`config.mk`:
```
export PLATFORM = sky130hd
export DESIGN_NAME = multicycle_ctrl
export DESIGN_NICKNAME = d
export VERILOG_FILES = /design/src/rtl/multicycle_ctrl.sv
export SDC_FILE = /design/constraint.sdc
export NUM_CORES = 1
export LEC_CHECK = 0
export CORE_MARGIN = 2
export CORE_UTILIZATION = 38
export DETAILED_ROUTE_END_ITERATION = 8
export PLACE_DENSITY_LB_ADDON = 0.3
export SYNTH_ARGS = -nofsm -noshare
export SYNTH_HDL_FRONTEND = slang
export SYNTH_SLANG_ARGS = --single-unit
```
`constraint.sdc`:
```
create_clock -name clk -period 2.12 [get_ports clk]
set_input_delay 0.424 -clock clk [delete_from_list [all_inputs] [get_ports clk]]
set_output_delay 0.424 -clock clk [all_outputs]
set_load 0.02 [all_outputs]
```
`src/rtl/multicycle_ctrl.sv`:
```
// Main control FSM for the multicycle RV32I core: sequences ALU, memory port and register writes.
// Optional memory wait states are enabled with `define MEM_WAIT_EN.
module multicycle_ctrl (
   input  logic       clk,
   input  logic       reset,
   input  logic [6:0] op,
   input  logic       zero,
   input  logic       mem_ready,
   output logic       pc_write,
   output logic       pc_update,
   output logic       branch,
   output logic       ir_write,
   output logic       reg_write,
   output logic       mem_write,
   output logic       adr_src,
   output logic [1:0] result_src,
   output logic [1:0] alu_src_a,
   output logic [1:0] alu_src_b,
   output logic [1:0] alu_op,
   output logic [1:0] imm_src,
   output logic       illegal_op
);

   localparam logic [6:0] OP_LW   = 7'b0000011;
   localparam logic [6:0] OP_SW   = 7'b0100011;
   localparam logic [6:0] OP_R    = 7'b0110011;
   localparam logic [6:0] OP_I    = 7'b0010011;
   localparam logic [6:0] OP_BEQ  = 7'b1100011;
   localparam logic [6:0] OP_JAL  = 7'b1101111;

   typedef enum logic [3:0] {
      S_FETCH    = 4'd0,
      S_DECODE   = 4'd1,
      S_MEMADR   = 4'd2,
      S_MEMREAD  = 4'd3,
      S_MEMWB    = 4'd4,
      S_MEMWRITE = 4'd5,
      S_EXECUTER = 4'd6,
      S_EXECUTEI = 4'd7,
      S_ALUWB    = 4'd8,
      S_BEQ      = 4'd9,
      S_JAL      = 4'd10
   } state_t;

   state_t state, next_state;
   logic   mem_done;

`ifdef MEM_WAIT_EN
   assign mem_done = mem_ready;
`else
   // Single-cycle memory: the ready handshake is always satisfied.
   assign mem_done = mem_ready | 1'b1;
`endif

   always_ff @(posedge clk or posedge reset) begin
      if (reset)
         state <= S_FETCH;
      else
         state <= next_state;
   end

   // Outputs are forced to zero while reset is held so no strobe escapes mid-abort.
   always_comb begin
      next_state = state;
      pc_update  = 1'b0;
      branch     = 1'b0;
      ir_write   = 1'b0;
      reg_write  = 1'b0;
      mem_write  = 1'b0;
      adr_src    = 1'b0;
      result_src = 2'b00;
      alu_src_a  = 2'b00;
      alu_src_b  = 2'b00;
      alu_op     = 2'b00;
      imm_src    = 2'b00;
      illegal_op = 1'b0;
      if (!reset) begin
         case (op)
            OP_SW:   imm_src = 2'b01;
            OP_BEQ:  imm_src = 2'b10;
            OP_JAL:  imm_src = 2'b11;
            default: imm_src = 2'b00;
         endcase
         case (state)
            S_FETCH: begin
               alu_src_b  = 2'b10;
               result_src = 2'b10;
               if (mem_done) begin
                  ir_write   = 1'b1;
                  pc_update  = 1'b1;
                  next_state = S_DECODE;
               end
            end
            S_DECODE: begin
               alu_src_a = 2'b01;
               alu_src_b = 2'b01;
               case (op)
                  OP_LW, OP_SW: next_state = S_MEMADR;
                  OP_R:         next_state = S_EXECUTER;
                  OP_I:         next_state = S_EXECUTEI;
                  OP_BEQ:       next_state = S_BEQ;
                  OP_JAL:       next_state = S_JAL;
                  default: begin
                     illegal_op = 1'b1;
                     next_state = S_FETCH;
                  end
               endcase
            end
            S_MEMADR: begin
               alu_src_a  = 2'b10;
               alu_src_b  = 2'b01;
               next_state = op[5] ? S_MEMWRITE : S_MEMREAD;
            end
            S_MEMREAD: begin
               adr_src = 1'b1;
               if (mem_done)
                  next_state = S_MEMWB;
            end
            S_MEMWB: begin
               result_src = 2'b01;
               reg_write  = 1'b1;
               next_state = S_FETCH;
            end
            S_MEMWRITE: begin
               adr_src   = 1'b1;
               mem_write = 1'b1;
               if (mem_done)
                  next_state = S_FETCH;
            end
            S_EXECUTER: begin
               alu_src_a  = 2'b10;
               alu_op     = 2'b10;
               next_state = S_ALUWB;
            end
            S_EXECUTEI: begin
               alu_src_a  = 2'b10;
               alu_src_b  = 2'b01;
               alu_op     = 2'b10;
               next_state = S_ALUWB;
            end
            S_ALUWB: begin
               reg_write  = 1'b1;
               next_state = S_FETCH;
            end
            S_BEQ: begin
               alu_src_a  = 2'b10;
               alu_op     = 2'b01;
               branch     = 1'b1;
               next_state = S_FETCH;
            end
            S_JAL: begin
               alu_src_a  = 2'b01;
               alu_src_b  = 2'b10;
               pc_update  = 1'b1;
               next_state = S_ALUWB;
            end
            default: next_state = S_FETCH;
         endcase
      end
   end

   assign pc_write = pc_update | (branch & zero);

endmodule

```
# After elaboration in Yosys (flattened, before gate mapping)
# Index checks and enable logic that the tools add are counted.
# totals
input_bits,11
memories,0
word_cells,58
output_inout_bits,18
ramBits,0
reg_bits,4
latch_bits,0
mem_bits_ro,0
# op_classes
mux,28
order_cmp,0
n_eq_ne,16
n_div,0
n_reduce_logical,11
bitwise_logic,2
n_addsub,0
n_mul,0
n_shift,0
# ops
cell,count
4-bit one-hot mux with 5 select lines,2
4-bit by 3-bit == test with 1-bit output (second input constant),4
2-bit one-hot mux with 2 select lines,4
1-bit two-way mux,15
7-bit by 6-bit == test with 1-bit output (second input constant),2
7-bit == test (second input constant),2
4-bit == test (second input constant),3
2-bit OR reduction,6
2-bit two-way mux,5
4-bit by 2-bit == test with 1-bit output (second input constant),2
7-bit by 2-bit == test with 1-bit output (second input constant),1
7-bit by 5-bit == test with 1-bit output (second input constant),1
2-bit one-hot mux with 3 select lines,1
3-bit OR reduction,2
6-bit OR reduction,1
4-bit by 1-bit == test with 1-bit output (second input constant),1
4-bit zero test,1
4-bit OR reduction,1
3-bit two-way mux,1
1-bit bitwise AND,1
1-bit OR,1

# Depth between registers and ports, before layout
# logic_depth
depth_word,5
depth_mapped,6
ltp_nobuf,4

# Least setup slack after synthesis
# OpenSTA, ideal clock, no wires.
# synth_timing
path_kind,input to output
startpoint,input reset
endpoint,output result_src[1]
arrival_time_ns,1.748
path_buffers,2
required_time_ns,1.696
stages,4
setup_slack_ns,-0.052
path_cell_list,clkbuf_1 -> or3_1 -> nor3_1 -> buf_4
# synth_via
elab_chain_len,1
# synth_lines
item,line,rtl
start: declaration,5,"input logic reset,"
2-bit two-way mux,77,if (!reset) begin
end: declaration,16,"output logic [1:0] result_src,"
# Every way passes these cells.

# Worst setup path after layout
# layout_timing
startpoint,input op[6]
endpoint,output imm_src[0]
# layout_via
elab_chain_len,3
elab_cells_between_ends,5
cone_classes,eq/ne (3); mux (2)
# layout_lines
item,line,rtl
start: declaration,6,"input logic [6:0] op,"
7-bit == test / 7-bit by 6-bit == test with 1-bit output (equally long branches),78,case (op)
2-bit one-hot mux with 3 select lines *,78,
2-bit two-way mux *,77,
end: declaration,20,"output logic [1:0] imm_src,"
# Every way passes the cells marked *; elsewhere a longest branch is shown, timed or not.

==> impl_metrics.tcl <==
set metrics [dict create \
    p_sw_share_pct 38.20 \
    r2r_end "state[0]" \
    rrSetupSlack_ns 0.38 \
    syn_area_per_cell_um2 6.969 \
    wl_per_cell_um 12.57 \
    postLayoutCellArea_mm2 0.001028 \
    reg2reg_from "state[1]" \
    synth_warnings 0 \
    top_register "state" \
    num_vias 756 \
    synth_common_cells "nor2_1, nand2_1, a21oi_1" \
    largest_reg_flops 4 \
    worst_hold_path_type "input port to asynchronous set/reset pin" \
    clk_latency_ns 0.24 \
    initial_core_util_pct 41.28 \
    dpl.hpwl_mm 1.341 \
    fill_cells 106 \
    top_regs "state x4" \
    yosysSeqAreaShare_pct 18.18 \
    arrival_ns 1.67 \
    fin_crit_sh_pct 98.98 \
    endpoint_kind "output port" \
    synthDistinctLibCells 32 \
    die_h_um 42.06 \
    utilization_pct 77.11 \
    ios 29 \
    critPathMaxFanout 3 \
    cts_buffers 3 \
    pwr-share-seq_pct 20.1 \
    worst_pin_slew_ns 0.3063 \
    clock-sinks 4 \
    overflow 0 \
    syn_to_final_growth_pct 86.82 \
    ys_ff_latch 4 \
    dieArea_mm2 0.001769 \
    holdBufCountCts 0 \
    syn_area_um2 550.5 \
    drtIter0Drc 6 \
    grt_pass1_wl_mm 2.932 \
    p_per_area_mw_per_mm2 443.6 \
    leakage_nw 0.5209 \
    total_power_w 0.0004562 \
    syn_inst 79 \
    clk_pin_slew_worst_paths_ns 0.04 \
    cts_max_path_buffers 2 \
    synth_top_area_cell "dfrtp_1" \
    yosysMostFrequentCell "nor2_1" \
    clock-skew-final_ns 0.01012 \
    worst_hold_slack_ns 0.5337 \
    firstDrtPassIters 4 \
    finalSetupTns_ns 0 \
    intPower_w 0.0002819 \
    antennaDiodeCount 0 \
    nets 138 \
    p_clk_share_pct 20.9 \
    die_width_um 42.06 \
    fmax_mhz 476.5 \
    cp-endpoint "imm_src[0]" \
    drc_errors 0 \
    synthTopCellsByArea "dfrtp_1, nor2_1, a21oi_1" \
    period_minus_slack_ns 2.098 \
    seqCellArea_um2 101.3 \
    relSlewSlack_pct 79.39 \
    ant_nets 0 \
    comb_power_share_pct 58.9 \
    antenna_found_initial 0 \
    cts_max_level 1 \
    post_dp_cell_area_um2 972.2 \
    crit_type "input port to output port" \
    grt_max_degree 17 \
    clock_tree.root_cell "clkbuf_4" \
    switching_power_w 0.0001743 \
    crit_required_ns 1.70 \
    drv_slew 0 \
    crit_start "op[6]" \
    reg2regPathDepth 5 \
    status "complete, no violations" \
    netlist.area_leader.share_pct 18.18 \
    multi_input_area_um2 442.9 \
    finalSetupViolCount 0 \
    track_usage_pct 21.35 \
    port_buffers 27 \
    rows 13 \
    drv_cap 0 \
    vias_per_cell 5.400 \
    grt_pass1_vias 665 \
    synth_nets 90 \
    cp-start-kind "input port" \
    ir_drop_v 0.0004380 \
    layout-drive-gt1-share_pct 40.00 \
    async_flop_share_pct 100.0 \
    hold_viol 0 \
    ys.flop_type "dfrtp_1" \
    coreArea_mm2 0.001334 \
    wirelength_mm 1.760 \
    place_congestion 0.8381 \
    tritoncts "done" \
    synth_edf_count 0 \
]
-- critical path, cell delays in order --
cell and delay (ns):
clkdlybuf4s15_1 0.25, and3b_1 0.21, nor2b_4 0.15, a31oi_1 0.10
nor4b_1 0.31, buf_2 0.22
-- through the flow --
stage                     setup WS (ns)  std cells
after floorplan                 0.02250         79
after global placement          -0.5716        134
after detailed placement        -0.6464        134
after CTS                       -0.1113        137
after global routing           -0.04699        140
final                           0.02152        140
-- worst min-delay path by stage --
stage,endpoint,slack [ns]
floorplan,state[0],0.40
global placement,state[3],0.74
detailed placement,state[3],0.75
CTS,state[0],0.53
global route,state[0],0.56
finish,state[0],0.53
-- per-layer routing --
| metal | wire (um) | GRT usage [%] |
|---|---|---|
| met5 | 0 | 0 |
| met4 | 13 | 7.500 |
| met3 | 94 | 5.172 |
| met2 | 945 | 40.31 |
| met1 | 707 | 22.74 |
-- final cells by class --
cell class                 count  share of cell area, %
clock buffer                   3                  2.190
sequential                     4                  9.854
multi-input combinational     64                  43.07
inverter                       2                 0.7299
tap                           15                  1.825
timing repair buffer          52                  42.34
-- power by group through the flow --
stage / clock (W) / sequential [W] / combinational [W]
floorplan: 0 / 0.0000914 / 0.000149
global placement: 0 / 0.0000924 / 0.000268
detailed placement: 0 / 0.0000921 / 0.000274
CTS: 0.0000993 / 0.0000917 / 0.000264
global route: 0.000110 / 0.0000931 / 0.000291
finish: 0.0000954 / 0.0000919 / 0.000269
-- cell usage in the layout (no fill, tap or decap), types with 2 or more instances in the layout --
| cell type | count |
|---|---|
| buf_4 | 25 |
| nor2_1 | 10 |
| dlygate4sd2_1 | 9 |
| nand2_1 | 6 |
| a21oi_1 | 6 |
| clkbuf_2 | 5 |
| o21ai_0 | 4 |
| nor3_1 | 4 |
| dlymetal6s2s_1 | 4 |
| clkbuf_4 | 3 |
| clkdlybuf4s15_2 | 3 |
| dfrtp_1 | 3 |
| inv_1 | 2 |
| a31oi_1 | 2 |
| a22oi_1 | 2 |
| xnor2_1 | 2 |
| nor3b_1 | 2 |
| nor4b_1 | 2 |
| nand2b_1 | 2 |
| nor4_1 | 2 |
| clkdlybuf4s15_1 | 2 |
| buf_2 | 2 |
-- cells by family (layout without fill, tap and decap cells) --
| family | after synthesis | count (layout) | share of synthesized area (%) |
|---|---|---|---|
| AND/OR/NAND/NOR | 40 | 40 | 42.27 |
| AO/OA/AOI/OAI | 20 | 20 | 22.73 |
| buffers and inverters | 11 | 57 | 10.45 |
| XOR/XNOR | 4 | 4 | 6.365 |
| flip-flops | 4 | 4 | 18.18 |
-- timing repair --
item	CTS	global route
endpoints found under the setup margin	18	8
gates resized for setup	44	25
pin swaps	2	4
buffers inserted	0	3
Power figures use the tool's default switching activity.
